File: src/rtl/sw_time_record.sv
// Stopwatch time base: BCD mm:ss.cc counter advanced by a 100 Hz tick,
// with a 16 x 24-bit lap record file (async-reset, combinational read).
module sw_time_record (
    input  logic        clk,
    input  logic        reset_n,
    input  logic        tick,
    input  logic        run,
    input  logic        clear,
    input  logic        rec_wr,
    input  logic [3:0]  addr,
    output logic [23:0] time_bcd,
    output logic [23:0] rd_data,
    output logic        sec_carry,
    output logic        min_carry,
    output logic        wrap
);

    logic [23:0] time_q;
    logic [23:0] time_nxt;
    logic [23:0] mem [16];

    logic [3:0] cs_l, cs_h, sec_l, sec_h, min_l, min_h;
    logic [3:0] cs_l_n, cs_h_n, sec_l_n, sec_h_n, min_l_n, min_h_n;
    logic       inc, cs_h_en, cs_roll, sec_h_en, sec_roll, min_h_en, min_roll;

    assign {min_h, min_l, sec_h, sec_l, cs_h, cs_l} = time_q;
    assign time_bcd = time_q;
    assign rd_data  = mem[addr];

    // Digit-by-digit carry chain; each digit advances only when all lower digits roll.
    always_comb begin
        inc      = tick & run & ~clear;
        cs_h_en  = inc & (cs_l >= 4'd9);
        cs_roll  = cs_h_en & (cs_h >= 4'd9);
        sec_h_en = cs_roll & (sec_l >= 4'd9);
        sec_roll = sec_h_en & (sec_h >= 4'd5);
        min_h_en = sec_roll & (min_l >= 4'd9);
        min_roll = min_h_en & (min_h >= 4'd5);

        cs_l_n  = cs_l;
        cs_h_n  = cs_h;
        sec_l_n = sec_l;
        sec_h_n = sec_h;
        min_l_n = min_l;
        min_h_n = min_h;

        if (inc)      cs_l_n  = (cs_l  >= 4'd9) ? 4'd0 : cs_l  + 4'd1;
        if (cs_h_en)  cs_h_n  = (cs_h  >= 4'd9) ? 4'd0 : cs_h  + 4'd1;
        if (cs_roll)  sec_l_n = (sec_l >= 4'd9) ? 4'd0 : sec_l + 4'd1;
        if (sec_h_en) sec_h_n = (sec_h >= 4'd5) ? 4'd0 : sec_h + 4'd1;
        if (sec_roll) min_l_n = (min_l >= 4'd9) ? 4'd0 : min_l + 4'd1;
        if (min_h_en) min_h_n = (min_h >= 4'd5) ? 4'd0 : min_h + 4'd1;

        if (clear) time_nxt = '0;
        else       time_nxt = {min_h_n, min_l_n, sec_h_n, sec_l_n, cs_h_n, cs_l_n};
    end

    // Time register and one-cycle rollover pulses aligned with the rolled value.
    always_ff @(posedge clk or negedge reset_n) begin
        if (!reset_n) begin
            time_q    <= '0;
            sec_carry <= 1'b0;
            min_carry <= 1'b0;
            wrap      <= 1'b0;
        end else begin
            time_q    <= time_nxt;
            sec_carry <= cs_roll;
            min_carry <= sec_roll;
            wrap      <= min_roll;
        end
    end

    // Record file captures the pre-edge time; reset wipes every slot.
    always_ff @(posedge clk or negedge reset_n) begin
        if (!reset_n) begin
            for (int unsigned i = 0; i < 16; i++) mem[i] <= '0;
        end else if (rec_wr) begin
            mem[addr] <= time_q;
        end
    end

endmodule

File: config.mk
export PLATFORM = sky130hd
export DESIGN_NAME = sw_time_record
export DESIGN_NICKNAME = d
export VERILOG_FILES = /design/src/rtl/sw_time_record.sv
export SDC_FILE = /design/constraint.sdc
export NUM_CORES = 1
export LEC_CHECK = 0
export BUFFER_PORTS_ARGS = -buffer_cell sky130_fd_sc_hd__buf_4
export CAP_MARGIN = 40
export CORE_MARGIN = 3
export CORE_UTILIZATION = 45
export DETAILED_ROUTE_END_ITERATION = 7
export SLEW_MARGIN = 10
export SYNTH_ARGS = -nofsm -noshare
export SYNTH_HDL_FRONTEND = slang
export SYNTH_SLANG_ARGS = --single-unit
File: constraint.sdc
create_clock -name clk -period 2.2 [get_ports clk]
set_input_delay 0.11 -clock clk [delete_from_list [all_inputs] [get_ports clk]]
set_output_delay 0.11 -clock clk [all_outputs]
set_load 0.005 [all_outputs]
# Yosys cells after proc, flatten, opt, wreduce, memory -nomap -nowiden
# Index checks and enable logic that the tools add are counted.
classes:
  n_eq_ne: 0
  div_mod_pow: 0
  magnitude_cmp: 8
  reduce_logical: 7
  n_mux: 19
  shift: 0
  bitwise_logic: 10
  mul: 0
  add_sub_neg: 6
op_table:
  columns: ["operator", "count"]
  rows:
  - ["$bwmux W384", 1]
  - ["$bmux W24 S4", 1]
  - ["$demux W24 S4", 1]
  - ["$mux W24", 4]
  - ["$mux W4", 12]
  - ["$add A4 B1 Y4 const B", 6]
  - ["$ge A4 B4 Y1 const B", 4]
  - ["$reduce_bool A2 Y1", 6]
  - ["$and A1 B1 Y1", 8]
  - ["$ge A4 B3 Y1 const B", 2]
  - ["$ge A5 B5 Y1 const B", 1]
  - ["$lt A5 B1 Y1 const B", 1]
  - ["$not A4 Y5", 1]
  - ["$logic_and A1 B1 Y1", 1]
  - ["$not A1 Y1", 1]
totals:
  romBits: 0
  word_cells: 75
  mem_count: 0
  regBits: 411
  mem_bits_rw: 0
  latch_bits: 0

# Longest topological paths before layout
# Gate-level depths: netlist of run 1.
depth:
  ltp_word: 9
  depth_mapped: 8

# Worst setup path before layout of run 1
# No wires, ideal clock.
synth_timing:
  kind: "register -> register"
  startpoint: "reg time_q[0] (netlist: time_bcd[0])"
  endpoint: "reg time_q[22] (netlist: time_bcd[22])"
  synth_period_minus_slack_ns: 2.017
  path_slack_ns: 0.183
  required_time_ns: 2.113
  path_buffers: 1
  path_stages_with_launch: 8
  arrival_time_ns: 1.931
  path_cell_list: "dfrtp_1 inv_1 ha_1 or3b_2 nand4_1 or4_1 clkbuf_1 o211ai_1"
synth_via:
  elab_chain_cells: 7
synth_rtl:
  columns: ["element", "line", "source"]
  rows:
  - ["start: declaration", "18", "logic [23:0] time_q;"]
  - ["start signal: assignment", "66", "time_q <= time_nxt;"]
  - ["$ge A4 B4 Y1", "33", "cs_h_en = inc & (cs_l >= 4'd9);"]
  - ["$and A1 B1 Y1", "33", null]
  - ["$and A1 B1 Y1", "34", "cs_roll = cs_h_en & (cs_h >= 4'd9);"]
  - ["$and A1 B1 Y1", "35", "sec_h_en = cs_roll & (sec_l >= 4'd9);"]
  - ["$and A1 B1 Y1", "36", "sec_roll = sec_h_en & (sec_h >= 4'd5);"]
  - ["$and A1 B1 Y1", "37", "min_h_en = sec_roll & (min_l >= 4'd9);"]
  - ["$reduce_bool A2 Y1 (no line)", null, null]
# Every way passes these cells.
# A chain may end at the register's enable or synchronous reset.

# Worst setup path after layout of run 1
layout_timing:
  startpoint: "reg mem[44] (netlist bit)"
  endpoint: "out rd_data[20]"
layout_via:
  elab_chain_cells: 3
layout_rtl:
  columns: ["element", "line", "source"]
  rows:
  - ["start: declaration", "20", "logic [23:0] mem [16];"]
  - ["start signal: indexed assignment", "78", "mem[addr] <= time_q;"]
  - ["$bmux W24 S4", "28", "assign rd_data = mem[addr];"]
  - ["$mux W24 (not written as such) (2 in series)", "28", null]
  - ["end: declaration", "12", "output logic [23:0] rd_data,"]
# Every way passes these cells. The select of a mux whose other input is x is not followed.

==> results.md, run 1 <==
* Residual antenna-violating net count after detailed routing at 0
* Unique cell type count in the Yosys netlist at 50
* Clock H-tree levels at 2
* P per Cell Area at around 730 nW/um^2
* Initial Util at 0.457
* Mapped Area at approximately 19000 um^2
* Type of element launching the critical path: register
* Area growth, synth to finish at 16.2%
* Post-synthesis sequential area ratio at 0.536
* Ports at 61
* Violated checks: negative setup slack
* Largest fanout on the critical path at 2
* First drt pass iteration count at 4
* TritonCTS clock tree: yes
* Number of nets in the synthesized netlist at between 1000 and 1500
* Final critical-path share of the clock period at 1.00
* Number of maximum-capacitance constraint violations at 0
* Worst ir drop on vdd at around 0.59 mV
* Post-synthesis area per instance at about 15 um^2
* Leakage power summed over all cells at 10.6 nW
* Global-route wire length before repair at 72300 um
* Number of design-rule violations left by the first detailed-router iteration at 566
* DP HPWL at 27800 um
* Row cnt at 75
* Yosys warning count at 0
* Relative slew margins at 0.634
* CTS Sinks at 411
* Net count, final at about 1400
* Arrival time reported for the critical path endpoint at roughly 2.1 ns
* Worst setup path category: reg -> out
* Reg clk slew, reported paths at 0.06 ns
* Worst hold-check path type: in -> async
* Post-DR vias/cell at between 5 and 6
* Total length of routed wires at approximately 46000 um
* Antenna violations before repair at 0
* Share of flip-flops with an asynchronous set or reset after synthesis at 1.00
* Chip width at roughly 210 um
* Die outline area at roughly 45000 um^2
* Worst Skew at 0.0155 ns
* GR Util All Layers at 0.210
* Pin count of the biggest net entering global routing at 90
* Share of the synthesized area in the top cell type at 0.536
* Layout cell share with drive strength beyond 1 at 0.517
* Routed vias at between 10000 and 15000
* Number of global-route vias before repair at around 12000
* Die height at 213 um
* # port buffers at 60
* Most area-hungry cell type in the Yosys netlist: sky130_fd_sc_hd__dfrtp_1
* Post-layout utilization of the core at 0.531
* Number of antenna cells inserted at 0
* Root buffer cell: sky130_fd_sc_hd__clkbuf_16
* Most instantiated cells after synthesis: sky130_fd_sc_hd__dfrtp_1, sky130_fd_sc_hd__mux2_2, sky130_fd_sc_hd__mux4_1
* Final-report setup violation count at 5
* Unrepaired setup endpoints after global routing: true
* Required time of the critical path at approximately 2.1 ns
* Shortest clock period the worst path allows after layout at between 2 and 2.5 ns
* Core box area at 42000 um^2
* Number of buffers between clock root and the deepest sink at 3
* Seq cells post-synth at between 400 and 500
* Number of flops mapped to enable cells by yosys at 0
* Worst Setup Slack, final at -0.0104 ns
* Number of buffers added by the clock tree synthesis step at 45
* Status: complete, but fails checks
* Main synth FF type: sky130_fd_sc_hd__dfrtp_1
* Routability-driven placement congestion ratio at 0.792
* DRC errors left at 0
* Clock Latency Late Sink at ~0.57 ns
* Average routed wire per standard cell at roughly 24 um
* Most frequently used cell type in the post-synthesis netlist: sky130_fd_sc_hd__dfrtp_1
* Worst hold slack after final layout at approximately 0.030 ns
* Transition time at the pin with the least slew margin at between 0.5 and 0.6 ns
* Final hold vios at 0
* Peak clock frequency supported by timing at around 450 MHz
* Cell types with the largest area share after synthesis: sky130_fd_sc_hd__dfrtp_1, sky130_fd_sc_hd__mux2_2, sky130_fd_sc_hd__mux4_1
* Remaining Overflow, GRT at 0
* Synthesized netlist cell count at 1239
* Fin. max-slew vios at 0
* Element type at the critical path end: output pin
==> placed cells by master (no fill, tap or decap), types with 8 or more instances in the layout <==
master,Yosys,layout
sky130_fd_sc_hd__a21oi_1,22,22
sky130_fd_sc_hd__buf_12,1,22
sky130_fd_sc_hd__buf_4,2,115
sky130_fd_sc_hd__buf_6,9,26
sky130_fd_sc_hd__clkbuf_1,55,13
sky130_fd_sc_hd__clkbuf_16,0,47
sky130_fd_sc_hd__clkbuf_8,0,9
sky130_fd_sc_hd__clkinv_2,0,10
sky130_fd_sc_hd__dfrtp_1,411,409
sky130_fd_sc_hd__ha_1,18,18
sky130_fd_sc_hd__inv_1,15,15
sky130_fd_sc_hd__mux2_2,340,340
sky130_fd_sc_hd__mux4_1,67,8
sky130_fd_sc_hd__mux4_2,53,112
sky130_fd_sc_hd__nand2_1,58,58
sky130_fd_sc_hd__nand3_1,11,11
sky130_fd_sc_hd__nand4_1,12,12
sky130_fd_sc_hd__o21ai_0,46,46
==> metal layers <==
layer	wire, um	GRT usage
met5	0	0
met4	1080	0.0603
met1	20800	0.302
met3	2000	0.0333
met2	22000	0.336
==> sequential cells by signal, summed over array words and instances, names as in the netlist <==
| signal | flops |
|---|---|
| mem | 384 |
| wrap | 1 |
| sec_carry | 1 |
| time_bcd | 24 |
| min_carry | 1 |
==> final timing paths <==
path | from | to | slack [ns] | cells past startpoint
worst max register to register | time_bcd[0] | time_bcd[15] | 0.15 | 7
worst min-delay path | reset_n | mem[27] | 0.03 | 2
worst max-delay path | mem[44] | rd_data[20] | -0.01 | 3
max in group asynchronous | reset_n | mem[262] | 1.34 | 3
worst min register to register | mem[173] | mem[173] | 0.48 | 1
min in group clk | addr[3] | mem[193] | 0.23 | 5
==> area by class of cell <==
type                            count  area (um^2)
Timing Repair Buffer              168         1650
Inverter                           15         56.3
Fill cell                        3529        19700
Tap cell                          539          674
Multi-Input combinational cell    702         8140
Sequential cell                   411        10300
Clock buffer                       69         1350
Clock inverter                     15          156
==> critical path, stage by stage (launching register included) <==
cell	delay, ns
sky130_fd_sc_hd__dfrtp_1	0.38
sky130_fd_sc_hd__mux4_2	0.49
sky130_fd_sc_hd__mux4_2	0.53
sky130_fd_sc_hd__buf_6	0.14
==> metrics by stage <==
| step | setup TNS, ns | setup slack [ns] | instances | area [um^2] | power (W) |
|---|---|---|---|---|---|
| after floorplan | 0 | 0.183 | 1239 | 19200 | 0.00830 |
| after global placement | 0 | 0.0697 | 1819 | 20800 | 0.00872 |
| after detailed placement | 0 | 0.0524 | 1819 | 20800 | 0.00873 |
| after CTS | -0.609 | -0.0603 | 1913 | 22300 | 0.0165 |
| after global routing | -0.822 | -0.0611 | 1919 | 22300 | 0.0168 |
| final | -0.0217 | -0.0104 | 1919 | 22300 | 0.0163 |
==> cell families after synthesis <==
logic type	after synthesis	share of synthesized area
AOI/OAI and AO/OA	86	0.0249
muxes	468	0.359
DFF	411	0.536
adders and majority gates	18	0.0117
buffers and inverters	126	0.0331
and+or+nand+nor	130	0.0358
==> timing repair <==
action,in CTS,in global routing
hold buffers,4,0
hold endpoints to repair,332,0
endpoints found under the setup margin,24,31
cloned,0,0
gates resized for setup,72,15
buffers inserted,6,6
pin swaps,0,1
==> power breakdown <==
| part | leakage [nW] | internal (W) | switching (W) |
|---|---|---|---|
| Sequential | 5.72 | 0.00767 | 0.0000579 |
| Combinational | 4.15 | 0.000379 | 0.000502 |
| Clock | 0.745 | 0.00458 | 0.00307 |
Note: power is estimated with default switching activity, not from simulation.
==> run 2, diff against run 1 <==
- CORE_ASPECT_RATIO: unset -> 0.7
- GPL_TIMING_DRIVEN: unset -> 0
==> run 2 against run 1 <==
Setup slack worse by 0.045 ns. Critical path type unchanged. Largest power group unchanged. The flow still finishes with violations (negative setup slack). Sequential cell count stayed put. Non-clock buffer count is 43 higher. Via count is 4.8% higher. Die area hardly changed.
==> results.md, run 2 (synthesis results as in run 1) <==
* Status: complete, but fails checks
* Violated checks: negative setup slack
* Number of buffers added by the clock tree synthesis step at 42 (-6.7%)
* GR Util All Layers at 0.234 (+0.0240)
* Shortest clock period the worst path allows after layout at 2.26 ns (+0.0453 ns)
* Relative slew margins at 0.373 (-0.261)
* Number of buffers between clock root and the deepest sink at 3 (unchanged)
* Area growth, synth to finish at 15.5%
* Worst setup path category: reg -> out
* Initial Util at 0.462 (+0.00506)
* Pin count of the biggest net entering global routing at 111 (+23%)
* Routed vias at 11600 (+4.8%)
* Final hold vios at 0 (unchanged)
* Most common library cell in the layout ignoring fill and taps: sky130_fd_sc_hd__dfrtp_1
* Chip width at 253 um (+19%)
* Top reg by flops: mem
* Largest fanout on the critical path at 2 (unchanged)
* Average routed wire per standard cell at 26.4 um (+10%)
* CTS Sinks at 411 (unchanged)
* First drt pass iteration count at 5 (+1)
* Final critical-path share of the clock period at 1.03 (+0.0206)
* Routability-driven placement congestion ratio at 0.854 (+7.9%)
* Total length of routed wires at 51600 um (+13%)
* Worst Setup Slack, final at -0.0558 ns (-0.0453 ns)
* Worst ir drop on vdd at 0.674 mV (+14%)
* Post-layout utilization of the core at 0.533 (+0.00242)
* Worst Skew at 0.0334 ns (+0.0179 ns)
* Die height at 179 um (-16%)
* Critical path, cell by cell: mux4_2 > mux4_2 > buf_6
* Critical path buffers and inverters at 1 (unchanged)
* Peak clock frequency supported by timing at 443 MHz (-2.0%)
* # port buffers at 59 (-1.7%)
* Cell with the biggest individual delay on the critical path: sky130_fd_sc_hd__mux4_2
* Clock Latency Late Sink at 0.58 ns (about the same)
* Arrival time reported for the critical path endpoint at 2.15 ns (+0.05 ns)
* Ports at 61 (unchanged)
* P per Cell Area at 726 nW/um^2 (-0.44%)
* Core box area at 41600 um^2 (-1.1%)
* Number of global-route vias before repair at 11900 (+1.6%)
* Net count, final at 1411 (+2.9%)
* Area occupied by multi-input gates at 8130 um^2 (about the same)
* Post-DR vias/cell at 5.91 (+2.7%)
* Leakage power summed over all cells at 10.5 nW (-0.77%)
* Post-placement setup slack at -0.521 ns (-0.573 ns)
* Clock H-tree levels at 2 (unchanged)
* Element type at the critical path end: output pin
* Most frequent cell on the critical path: sky130_fd_sc_hd__mux4_2
* Root buffer cell: sky130_fd_sc_hd__clkbuf_16
* Residual antenna-violating net count after detailed routing at 0 (unchanged)
* DP HPWL at 34300 um (+23%)
* Unrepaired setup endpoints after global routing: true
* Number of maximum-capacitance constraint violations at 0 (unchanged)
* Largest stage delay on the critical path at 0.51 ns (-0.02 ns)
* Required time of the critical path at 2.09 ns (about the same)
* Number of filler cells placed in the layout at 3485 (-1.2%)
* Row cnt at 62 (-17%)
* Largest register FFs at 384 (unchanged)
* Worst hold-check path type: in -> reg
* Global-route wire length before repair at 78400 um (+8.3%)
* Number of design-rule violations left by the first detailed-router iteration at 996 (+76%)
* Remaining Overflow, GRT at 0 (unchanged)
* Highest-count cells in the layout ignoring fill and taps: sky130_fd_sc_hd__dfrtp_1, sky130_fd_sc_hd__mux2_2, sky130_fd_sc_hd__mux4_2
* DRC errors left at 0 (unchanged)
* Die outline area at 45200 um^2 (about the same)
* Reg clk slew, reported paths at 0.08 ns (+0.02 ns)
* TritonCTS clock tree: yes
* Antenna violations before repair at 0 (unchanged)
* Transition time at the pin with the least slew margin at 0.940 ns (+0.392 ns)
* Setup slack on the worst flop-to-flop path at 0.03 ns (-0.12 ns)
* Type of element launching the critical path: register
* Crit path max-delay family: multiplexers
* Sequential Area at 10300 um^2 (about the same)
* Layout cell share with drive strength beyond 1 at 0.494 (-0.0230)
* Fin. max-slew vios at 0 (unchanged)
* Final-report setup violation count at 6 (+1)
## run 2: layout make-up
type,count,share of cell area
Multi-Input combinational cell,702,0.367
Buffer,110,0.0274
Timing Repair Buffer,101,0.0440
Sequential cell,411,0.465
Clock inverter,17,0.0103
Tap cell,544,0.0307
Clock buffer,58,0.0537
Inverter,15,0.00254
Antenna cell,1,0.000113
## run 2: worst min-delay path, stage by stage
cell and delay, ns:
sky130_fd_sc_hd__buf_2 0.20, sky130_fd_sc_hd__nor4_4 0.11, sky130_fd_sc_hd__mux2_2 0.23
## run 2: stage by stage
step                      total power (W)  cell area [um^2]  setup TNS [ns]  std cells  hold slack, ns
final                              0.0161             22200          -0.186       1959           0.130
after detailed placement          0.00874             20500          -13.05       1852         -0.0808
after global placement            0.00869             20300        -1310.34       1842           0.437
after floorplan                   0.00830             19200               0       1239          -0.186
after CTS                          0.0162             22000          -0.455       1939          0.0865
after global routing               0.0166             22200          -0.875       1958           0.127
## run 2: repair_timing
action	in CTS	in global routing
buffers inserted	8	19
resized for setup	90	21
pin swaps	1	2
setup endpoints to repair	47	40
hold endpoints to repair	219	0
hold buffers	5	0
## run 2: final timing paths
kind / depth (start not counted) / end / startpoint
max: 3 / rd_data[0] / mem[264]
min: 3 / mem[168] / addr[2]
max reg2reg: 7 / time_bcd[23] / time_bcd[5]
min reg2reg: 2 / mem[289] / mem[289]
max in group asynchronous: 4 / mem[13] / reset_n
min in group asynchronous: 3 / mem[188] / reset_n
## run 2: power by group
| part | internal, W | switching, W | total, W | leakage, nW |
|---|---|---|---|---|
| Clock | 0.00430 | 0.00315 | 0.00744 | 0.683 |
| Combinational | 0.000371 | 0.000542 | 0.000912 | 4.14 |
| Sequential | 0.00767 | 0.0000624 | 0.00773 | 5.71 |
| Total | 0.0123 | 0.00375 | 0.0161 | 10.5 |
## run 2: layer usage
metal  vias to the layer above  wire (um)  GRT usage
li1                       4918          -          -
met1                      6285      25500      0.370
met2                       317      22300      0.339
met3                        66       2980     0.0451
met4                         0        780     0.0427
met5                         -          0          0
==> run 3, diff against run 2 <==
- ABC_CLOCK_PERIOD_IN_PS: unset -> 2200
- HOLD_SLACK_MARGIN: unset -> 0.05
- SETUP_SLACK_MARGIN: unset -> 0.2
==> run 3 against run 2 <==
The run still ends with negative setup slack left. Sequential cell count is the same. Wire length rose by 0.33%. Cell count grew 0.71%. Critical path type unchanged. Core utilization grew 0.68 points. First-iteration DRC count is 0.70% higher. Clock skew down 0.013 ns. Critical path depth stayed put.
==> results.md, run 3 (synthesis results as in run 1) <==
* Min-delay src: addr[2]
* Largest fanout on the critical path at 2 (unchanged)
* Number of buffers added by the clock tree synthesis step at 42 (unchanged)
* Highest-count cells in the layout ignoring fill and taps: sky130_fd_sc_hd__dfrtp_1, sky130_fd_sc_hd__mux2_2, sky130_fd_sc_hd__mux4_2
* TritonCTS clock tree: yes
* Number of global-route vias before repair at 11900 (-0.31%)
* Number of buffers between clock root and the deepest sink at 3 (unchanged)
* Largest stage delay on the critical path at 0.54 ns (+0.03 ns)
* Row cnt at 62 (unchanged)
* Pin count of the biggest net entering global routing at 101 (-9.0%)
* Critical path, cell by cell: mux4_2 > mux4_2 > buf_6
* Average routed wire per standard cell at 26.3 um (-0.38%)
* Design Area, Final at 22400 um^2 (+1.3%)
* Arrival time reported for the critical path endpoint at 2.12 ns (-0.03 ns)
* Area growth, synth to finish at 17.0%
* Number of maximum-capacitance constraint violations at 0 (unchanged)
* Total length of routed wires at 51800 um (+0.33%)
* Antenna violations before repair at 0 (unchanged)
* Total Negative Setup Slacks at -0.0884 ns (+0.0978 ns)
* Reg clk slew, reported paths at 0.07 ns (about the same)
* Worst hold-check path type: in -> reg
* Post-DR vias/cell at 5.90 (-0.19%)
* Most common library cell in the layout ignoring fill and taps: sky130_fd_sc_hd__dfrtp_1
* Relative contribution of combinational cells to total power at 0.059 (+0.002)
* Worst Setup Slack, final at -0.0280 ns (+0.0278 ns)
* Net switching power figure at 0.00360 W (-4.1%)
* Critical path buffers and inverters at 1 (unchanged)
* Layout cell share with drive strength beyond 1 at 0.521 (+0.0270)
* Remaining Overflow, GRT at 0 (unchanged)
* Global-route wire length before repair at 78400 um (unchanged)
* Worst hold slack after final layout at 0.105 ns (-0.0248 ns)
* Element type at the critical path end: output pin
* Unrepaired setup endpoints after global routing: true
* GR Util All Layers at 0.234 (about the same)
* CP startpoint: mem[288]
* Clock Latency Late Sink at 0.56 ns (-0.02 ns)
* R2r startpoint: time_bcd[0]
* Largest register FFs at 384 (unchanged)
* Root buffer cell: sky130_fd_sc_hd__clkbuf_16
* First drt pass iteration count at 5 (unchanged)
* Chip width at 253 um (unchanged)
* CTS Sinks at 411 (unchanged)
* Sequential fraction of design power at 0.497 (+0.016)
* Type of element launching the critical path: register
* P per Cell Area at 693 nW/um^2 (-4.5%)
* Violated checks: negative setup slack
* Top reg by flops: mem
* Fin. max-slew vios at 0 (unchanged)
* Ports at 61 (unchanged)
* Routability-driven placement congestion ratio at 0.819 (-4.1%)
* Number of design-rule violations left by the first detailed-router iteration at 1003 (+0.70%)
* Number of antenna cells inserted at 0 (-1)
* Die height at 179 um (unchanged)
* Worst Skew at 0.0200 ns (-0.0134 ns)
* # port buffers at 59 (unchanged)
* Relative slew margins at 0.387 (+0.0134)
* Shortest clock period the worst path allows after layout at 2.23 ns (-0.0278 ns)
* Clock H-tree levels at 2 (unchanged)
* Final critical-path share of the clock period at 1.01 (-0.0126)
* Core box area at 41600 um^2 (unchanged)
* Most frequent cell on the critical path: sky130_fd_sc_hd__mux4_2
* Net count, final at 1426 (+1.1%)
* Final total power at 0.0156 W (-3.3%)
* Final-report setup violation count at 6 (unchanged)
* Final hold vios at 0 (unchanged)
* Leakage power summed over all cells at 10.6 nW (+0.86%)
* DP HPWL at 34600 um (+0.85%)
* Dpl cell area at 20500 um^2 (-0.10%)
* Status: complete, but fails checks
* Transition time at the pin with the least slew margin at 0.920 ns (-0.0201 ns)
* Initial Util at 0.462 (unchanged)
* Routed vias at 11600 (+0.53%)
* Crit path max-delay family: multiplexers
* Switch share at 0.231 (-0.00185)
* Worst ir drop on vdd at 0.492 mV (-27%)
* Internal power of the cells at 0.0120 W (-3.1%)
* DRC errors left at 0 (unchanged)
* Peak clock frequency supported by timing at 449 MHz (+1.2%)
* Fraction of power consumed by the clock network at 0.444 (-0.019)
* Required time of the critical path at 2.09 ns (about the same)
* Die outline area at 45200 um^2 (unchanged)
* Worst setup path category: reg -> out
* Residual antenna-violating net count after detailed routing at 0 (unchanged)
* Cell with the biggest individual delay on the critical path: sky130_fd_sc_hd__mux4_2
run 3: what timing repair did:
item / CTS / global route
gates cloned: 1 / 0
pin swaps: 9 / 19
buffers inserted: 29 / 11
endpoints found under the hold margin: 141 / 0
gates resized for setup: 123 / 61
endpoints found under the setup margin: 48 / 44
hold buffers: 6 / 0
run 3: metrics by stage:
| step | std cells | setup WS, ns | utilization |
|---|---|---|---|
| floorplan | 1239 | 0.213 | - |
| global placement | 1842 | -3.58 | 0.489 |
| detailed placement | 1850 | -0.555 | 0.493 |
| CTS | 1960 | -0.0472 | 0.532 |
| global route | 1973 | -0.0765 | 0.540 |
| finish | 1973 | -0.0280 | 0.540 |
run 3: worst min-delay path, cell delays in order:
cell and delay [ns]:
sky130_fd_sc_hd__buf_2 0.19, sky130_fd_sc_hd__nor4_4 0.10, sky130_fd_sc_hd__mux2_2 0.22
run 3: worst paths after layout:
kind	end	slack (ns)	depth (start not counted)
min in group asynchronous	mem[142]	0.22	3
min	mem[191]	0.10	3
max reg2reg	time_bcd[15]	0.09	9
max in group asynchronous	mem[179]	0.66	5
max	rd_data[0]	-0.03	3
min reg2reg	mem[292]	0.48	2
run 3: area by class of cell:
type	count	area, um^2
clock buffers	64	1250
repair buffers	116	1160
inverters	15	61.3
plain buffers	110	629
multi-input cells	702	8320
flip-flops and latches	411	10300
fillers	3426	19100
well taps	544	681
clock inverters	11	58.8
run 3: routing by layer:
layer  vias up  global-route usage  wire (um)
li1       4948                   -          -
met4         0              0.0446        773
met3        52              0.0421       2720
met5         -                   0          0
met2       303               0.337      22200
met1      6344               0.373      26100
run 3: power by group through the flow:
stage                     clock network, W  registers [W]  logic [W]
after CTS                          0.00707        0.00773   0.000920
after global routing               0.00738        0.00774   0.000996
after detailed placement                 0        0.00787   0.000869
final                              0.00690        0.00773   0.000920
after global placement                   0        0.00787   0.000821
after floorplan                          0        0.00785   0.000454
